[src/rtl/md5_pkg.sv]
// md5_pkg: shared MD5 constants (K, shift amounts, IV), message-index helper and working-state type
package md5_pkg;

    typedef struct packed {
        logic [31:0] a;
        logic [31:0] b;
        logic [31:0] c;
        logic [31:0] d;
    } md5_state_t;

    localparam logic [31:0] MD5_IV_A = 32'h67452301;
    localparam logic [31:0] MD5_IV_B = 32'hefcdab89;
    localparam logic [31:0] MD5_IV_C = 32'h98badcfe;
    localparam logic [31:0] MD5_IV_D = 32'h10325476;

    localparam logic [31:0] MD5_K [64] = '{
        32'hd76aa478, 32'he8c7b756, 32'h242070db, 32'hc1bdceee,
        32'hf57c0faf, 32'h4787c62a, 32'ha8304613, 32'hfd469501,
        32'h698098d8, 32'h8b44f7af, 32'hffff5bb1, 32'h895cd7be,
        32'h6b901122, 32'hfd987193, 32'ha679438e, 32'h49b40821,
        32'hf61e2562, 32'hc040b340, 32'h265e5a51, 32'he9b6c7aa,
        32'hd62f105d, 32'h02441453, 32'hd8a1e681, 32'he7d3fbc8,
        32'h21e1cde6, 32'hc33707d6, 32'hf4d50d87, 32'h455a14ed,
        32'ha9e3e905, 32'hfcefa3f8, 32'h676f02d9, 32'h8d2a4c8a,
        32'hfffa3942, 32'h8771f681, 32'h6d9d6122, 32'hfde5380c,
        32'ha4beea44, 32'h4bdecfa9, 32'hf6bb4b60, 32'hbebfbc70,
        32'h289b7ec6, 32'heaa127fa, 32'hd4ef3085, 32'h04881d05,
        32'hd9d4d039, 32'he6db99e5, 32'h1fa27cf8, 32'hc4ac5665,
        32'hf4292244, 32'h432aff97, 32'hab9423a7, 32'hfc93a039,
        32'h655b59c3, 32'h8f0ccc92, 32'hffeff47d, 32'h85845dd1,
        32'h6fa87e4f, 32'hfe2ce6e0, 32'ha3014314, 32'h4e0811a1,
        32'hf7537e82, 32'hbd3af235, 32'h2ad7d2bb, 32'heb86d391
    };

    // Shift amounts repeat every 4 steps within a round, so one row per round suffices.
    localparam logic [4:0] MD5_S [16] = '{
        5'd7, 5'd12, 5'd17, 5'd22,
        5'd5, 5'd9,  5'd14, 5'd20,
        5'd4, 5'd11, 5'd16, 5'd23,
        5'd6, 5'd10, 5'd15, 5'd21
    };

    function automatic logic [4:0] md5_s(input logic [5:0] i);
        return MD5_S[{i[5:4], i[1:0]}];
    endfunction

    function automatic logic [3:0] md5_g(input logic [5:0] i);
        return i[5:4] == 2'd0 ? i[3:0] :
               i[5:4] == 2'd1 ? 4'(5 * i + 1) :
               i[5:4] == 2'd2 ? 4'(3 * i + 5) :
                                4'(7 * i);
    endfunction

endpackage

[src/rtl/md5_step.sv]
// md5_step: one combinational MD5 step
//   i_st  : working state a/b/c/d before the step
//   i_m   : selected message word M[g]
//   i_k   : round constant K[i]
//   i_s   : left-rotate amount s[i]
//   i_rnd : round select (0:F 1:G 2:H 3:I)
//   o_st  : working state after the step
module md5_step
    import md5_pkg::*;
(
    input  md5_state_t  i_st,
    input  logic [31:0] i_m,
    input  logic [31:0] i_k,
    input  logic [4:0]  i_s,
    input  logic [1:0]  i_rnd,
    output md5_state_t  o_st
);

    logic [31:0] w_f;
    logic [31:0] w_tmp;
    logic [31:0] w_rot;

    assign w_f = i_rnd == 2'd0 ? (i_st.b & i_st.c) | (~i_st.b & i_st.d) :
                 i_rnd == 2'd1 ? (i_st.d & i_st.b) | (~i_st.d & i_st.c) :
                 i_rnd == 2'd2 ? i_st.b ^ i_st.c ^ i_st.d :
                                 i_st.c ^ (i_st.b | ~i_st.d);

    assign w_tmp = i_st.a + w_f + i_k + i_m;
    // s is never 0, so the right shift by 32-s stays in range
    assign w_rot = (w_tmp << i_s) | (w_tmp >> (6'd32 - {1'b0, i_s}));
    assign o_st  = '{a: i_st.d, b: i_st.b + w_rot, c: i_st.b, d: i_st.c};

endmodule

[src/rtl/md5_update.sv]
// md5_update: iterative MD5 compression of one 512-bit block (64 steps)
//   clk          : clock, rising edge
//   rst          : asynchronous active-low reset
//   i_string     : message block, M[i] = i_string[32*i+31:32*i]
//   i_en         : start request, rising edge in IDLE starts a block
//   i_input_len  : byte count, carried for interface compatibility only
//   i_a..i_d     : chaining words, initial working a..d
//   o_complete   : toggles once per finished block
//   o_a..o_d     : final working a..d (caller adds chaining words)
// Define MD5_UNROLL2_EN to run two steps per clock (32 RUN cycles).
module md5_update
    import md5_pkg::*;
#(
`ifdef MD5_UNROLL2_EN
    parameter int ROUNDS_PER_CLK = 2
`else
    parameter int ROUNDS_PER_CLK = 1
`endif
)(
    input  logic         clk,
    input  logic         rst,
    input  logic [511:0] i_string,
    input  logic         i_en,
    input  logic [8:0]   i_input_len,
    input  logic [31:0]  i_a,
    input  logic [31:0]  i_b,
    input  logic [31:0]  i_c,
    input  logic [31:0]  i_d,
    output logic         o_complete,
    output logic [31:0]  o_a,
    output logic [31:0]  o_b,
    output logic [31:0]  o_c,
    output logic [31:0]  o_d
);

    localparam logic [0:0] S_IDLE = 1'b0;
    localparam logic [0:0] S_RUN  = 1'b1;

    logic [0:0]   r_state;
    logic         r_en_q;
    logic [5:0]   r_i;
    logic [511:0] r_msg;
    md5_state_t   r_w;
    md5_state_t   r_out;
    logic         r_complete;

    logic         w_start;
    logic         w_last;
    logic         w_unused;
    logic [3:0]   w_g0;
    md5_state_t   w_s0;
    md5_state_t   w_next;

    assign w_unused = ^i_input_len;
    assign w_start  = i_en & ~r_en_q & (r_state == S_IDLE);
    assign w_last   = r_i == 6'(64 - ROUNDS_PER_CLK);
    assign w_g0     = md5_g(r_i);

    md5_step u_step0 (
        .i_st  (r_w),
        .i_m   (r_msg[32*w_g0 +: 32]),
        .i_k   (MD5_K[r_i]),
        .i_s   (md5_s(r_i)),
        .i_rnd (r_i[5:4]),
        .o_st  (w_s0)
    );

`ifdef MD5_UNROLL2_EN
    // r_i is always even here, so the second step index is r_i | 1
    logic [5:0] w_i1;
    logic [3:0] w_g1;
    md5_state_t w_s1;

    assign w_i1 = r_i | 6'd1;
    assign w_g1 = md5_g(w_i1);

    md5_step u_step1 (
        .i_st  (w_s0),
        .i_m   (r_msg[32*w_g1 +: 32]),
        .i_k   (MD5_K[w_i1]),
        .i_s   (md5_s(w_i1)),
        .i_rnd (w_i1[5:4]),
        .o_st  (w_s1)
    );

    assign w_next = w_s1;
`else
    assign w_next = w_s0;
`endif

    always_ff @(posedge clk or negedge rst) begin
        if (!rst) begin
            r_state    <= S_IDLE;
            r_en_q     <= 1'b0;
            r_i        <= '0;
            r_msg      <= '0;
            r_w        <= '0;
            r_out      <= '0;
            r_complete <= 1'b0;
        end else begin
            r_en_q <= i_en;
            if (r_state == S_IDLE) begin
                if (w_start) begin
                    r_msg   <= i_string;
                    r_w     <= '{a: i_a, b: i_b, c: i_c, d: i_d};
                    r_i     <= '0;
                    r_state <= S_RUN;
                end
            end else begin
                r_w <= w_next;
                r_i <= r_i + 6'(ROUNDS_PER_CLK);
                if (w_last) begin
                    r_out      <= w_next;
                    r_complete <= ~r_complete;
                    r_state    <= S_IDLE;
                end
            end
        end
    end

    assign o_complete = r_complete;
    assign o_a        = r_out.a;
    assign o_b        = r_out.b;
    assign o_c        = r_out.c;
    assign o_d        = r_out.d;

endmodule

[config.mk]
export PLATFORM = sky130hd
export DESIGN_NAME = md5_update
export DESIGN_NICKNAME = d
export VERILOG_FILES = /design/src/rtl/md5_pkg.sv /design/src/rtl/md5_step.sv /design/src/rtl/md5_update.sv
export SDC_FILE = /design/constraint.sdc
export NUM_CORES = 2
export LEC_CHECK = 0
export BUFFER_PORTS_ARGS = -buffer_cell sky130_fd_sc_hd__buf_2
export CAP_MARGIN = 10
export CORE_UTILIZATION = 52
export CTS_BUF_LIST = sky130_fd_sc_hd__clkbuf_4
export DETAILED_ROUTE_END_ITERATION = 8
export MAX_ROUTING_LAYER = met4
export PLACE_DENSITY = 0.75
export SLEW_MARGIN = 0
export SYNTH_ARGS = -nofsm -noshare
export SYNTH_HDL_FRONTEND = slang
export SYNTH_SLANG_ARGS = --single-unit
[constraint.sdc]
create_clock -name clk -period 25.1 [get_ports clk]
set_input_delay 1.255 -clock clk [delete_from_list [all_inputs] [get_ports clk]]
set_output_delay 1.255 -clock clk [all_outputs]
set_load 0.1 [all_outputs]
==> flow_summary.toml <==
[outcome]
status = "completed"

[synthesis]
synth_area_leaders = "dfrtp_1 (41%), mux2_2 (13%), mux4_2 (6.7%), nand2_1 (5.5%), mux2i_1 (4.7%)"
synth_ff_type = "dfrtp_1"
yosysTopAreaCellShare = 0.412
yosysSeqAreaShare = 0.412
synth-edff-count = 0
syn_avg_cell_area_um2 = 10.4
synth_top_area_cell = "dfrtp_1"
ys_warn_count = 0
ys_types = 86
synth-seq-cells = 777
synth_fp_nets = 5359
syn-cell-area_mm2 = 0.0472
syn_inst = 4551
synthArstFlopShare = 1.00

[timing]
drv_slew = 0
slew-limit-headroom = 0.206
period_needed_ps = 13590
finalHoldViolCount = 0
setup_viol = 0
rsz0062_at_grt = "no"
max_freq_mhz = 73.6
layout_setup_ws_ps = 11510
clock_skew_ps = 91.1
worst_slew_pin_slew_ps = 1190
finalSetupTns_ps = 0
fin_crit_sh = 0.541

[clocking]
cts-root-buf = "clkbuf_4"
clk_pin_slew_ps = 70
clock-sinks = 777
cts_tree = "done"
cts_resized = 0
clk_latency_ps = 1180
cts.path.max_buffers = 3
numCtsBuffers = 201
h-tree-depth = 4
cts_hold_repair.buffers = 0
cts_setup_buffers = 0

[global_route]
grt_overflow = 0
grt_pass1_wl_um = 249000
grt_max_degree = 192
grt_pass1_vias = 39800
antenna_found_initial = 94
grt_usage = 0.379

[detailed_routing]
viasPerCell = 6.08
drtIter0Drc = 4392
first_pass_iters = 7
vias = 40700
drtAntennaViolNets = 0
avgRoutedWirePerCell_um = 25.6
finalWirelength_um = 172000
remaining_drc_errors = 0

[critical_path]
cp.arrival_ps = 14570
path_max_fanout = 45
worst_path_most_repeated_cell = "inv_1"
critical_path_class = "flip-flop to flip-flop"
cp_data_required_time_ps = 26080
slowest_delay_ps = 920
start_kind = "flip-flop"
worstSetupEndpointType = "flip-flop"
crit_path_top_delay_cell = "o31ai_1"

[final_layout]
drive_gt1_frac = 0.358
stdcell_area_mm2 = 0.0548
final_common_cell = "dfrtp_1"
area_delta_synth_final_pct = 16.0
mostFrequentLayoutCells = "dfrtp_1 (772), buf_2 (770), nand2_1 (687)"
nNetsFinal = 6099

[placed_design]
numPortBuffers = 771
pre_cts_ws_ps = 11800
dpl-instance-area_mm2 = 0.0520
place_congestion = 1.07
dp_hpwl_um = 127000

[floorplan]
coreArea_mm2 = 0.0900
die-area_mm2 = 0.0920
die_y_um = 303
io_pins = 781
rows = 110
die_w_um = 303
start_util = 0.525

[min_path]
hp-class = "primary input to asynchronous set/reset pin"

[flow_run]
drv_cap = 0
==> final timing paths <==
path / slack, ps / start / end / cells past startpoint
worst max register to register: 11510 / r_i[2] / o_b[31] / 38
worst max-delay path: 11510 / r_i[2] / o_b[31] / 38
worst min register to register: 470 / o_b[0] / o_b[0] / 2
max in group asynchronous: 20960 / rst / r_i[2] / 5
worst min-delay path: 180 / rst / r_msg[69] / 1
min in group clk: 270 / i_en / r_en_q / 1
==> flip-flops by register name (all words and copies together), names as in the netlist, 6 cells and up <==
signal and flops:
o_a 32, r_w 128, r_msg 512, r_i 6
o_c 32, o_b 32, o_d 32
==> kinds of logic after synthesis <==
logic type | synth area share
buf+inv | 0.0388
xor+xnor | 0.0184
simple gates | 0.101
flops | 0.412
mux | 0.249
fa+ha+maj | 0.0517
compound gates | 0.130
==> critical path: cells and delay by family (launching register included) <==
family          cells  cell delay [ps]
compound gates     15             4450
mux                 6             2520
fa+ha+maj           6             2370
buf+inv             6             2200
simple gates        4              930
flops               1              660
xor+xnor            1              210
==> through the flow <==
| step | utilization | cells | hold WS (ps) |
|---|---|---|---|
| 2_1_floorplan | - | 4551 | 475 |
| 3_3_place_gp | 0.578 | 6264 | 454 |
| 3_5_place_dp | 0.578 | 6264 | 458 |
| 4_1_cts | 0.606 | 6608 | 100 |
| 5_1_grt | 0.608 | 6702 | 218 |
| 6_report | 0.608 | 6705 | 181 |
==> synthesized netlist by cell type (80+ instances only) <==
library cell	number
a21oi_1	247
nor2_1	240
o21ai_0	332
mux2i_1	221
mux4_2	140
inv_1	149
ha_1	91
mux2_2	565
dfrtp_1	777
nand2_1	688
a211oi_1	80
clkbuf_1	238
==> cell type report <==
class                           count  area [um^2]
Tap cell                         1176         1470
Antenna cell                       97          243
Clock buffer                      292         2190
Timing Repair Buffer              845         4470
Multi-Input combinational cell   3311        26000
Clock inverter                     52          312
Fill cell                        7589        35200
Sequential cell                   777        19500
Inverter                          155          582
==> per-layer routing <==
| layer | up-vias | GRT usage | part of all wire |
|---|---|---|---|
| li1 | 18100 | - | - |
| met1 | 20100 | 0.467 | 0.39 |
| met2 | 2063 | 0.565 | 0.47 |
| met3 | 465 | 0.0795 | 0.083 |
| met4 | 0 | 0.248 | 0.065 |
| met5 | - | - | 0 |
Power is not shown: default switching activity piles up to over one toggle a cycle in this logic, so the estimate is an artifact.
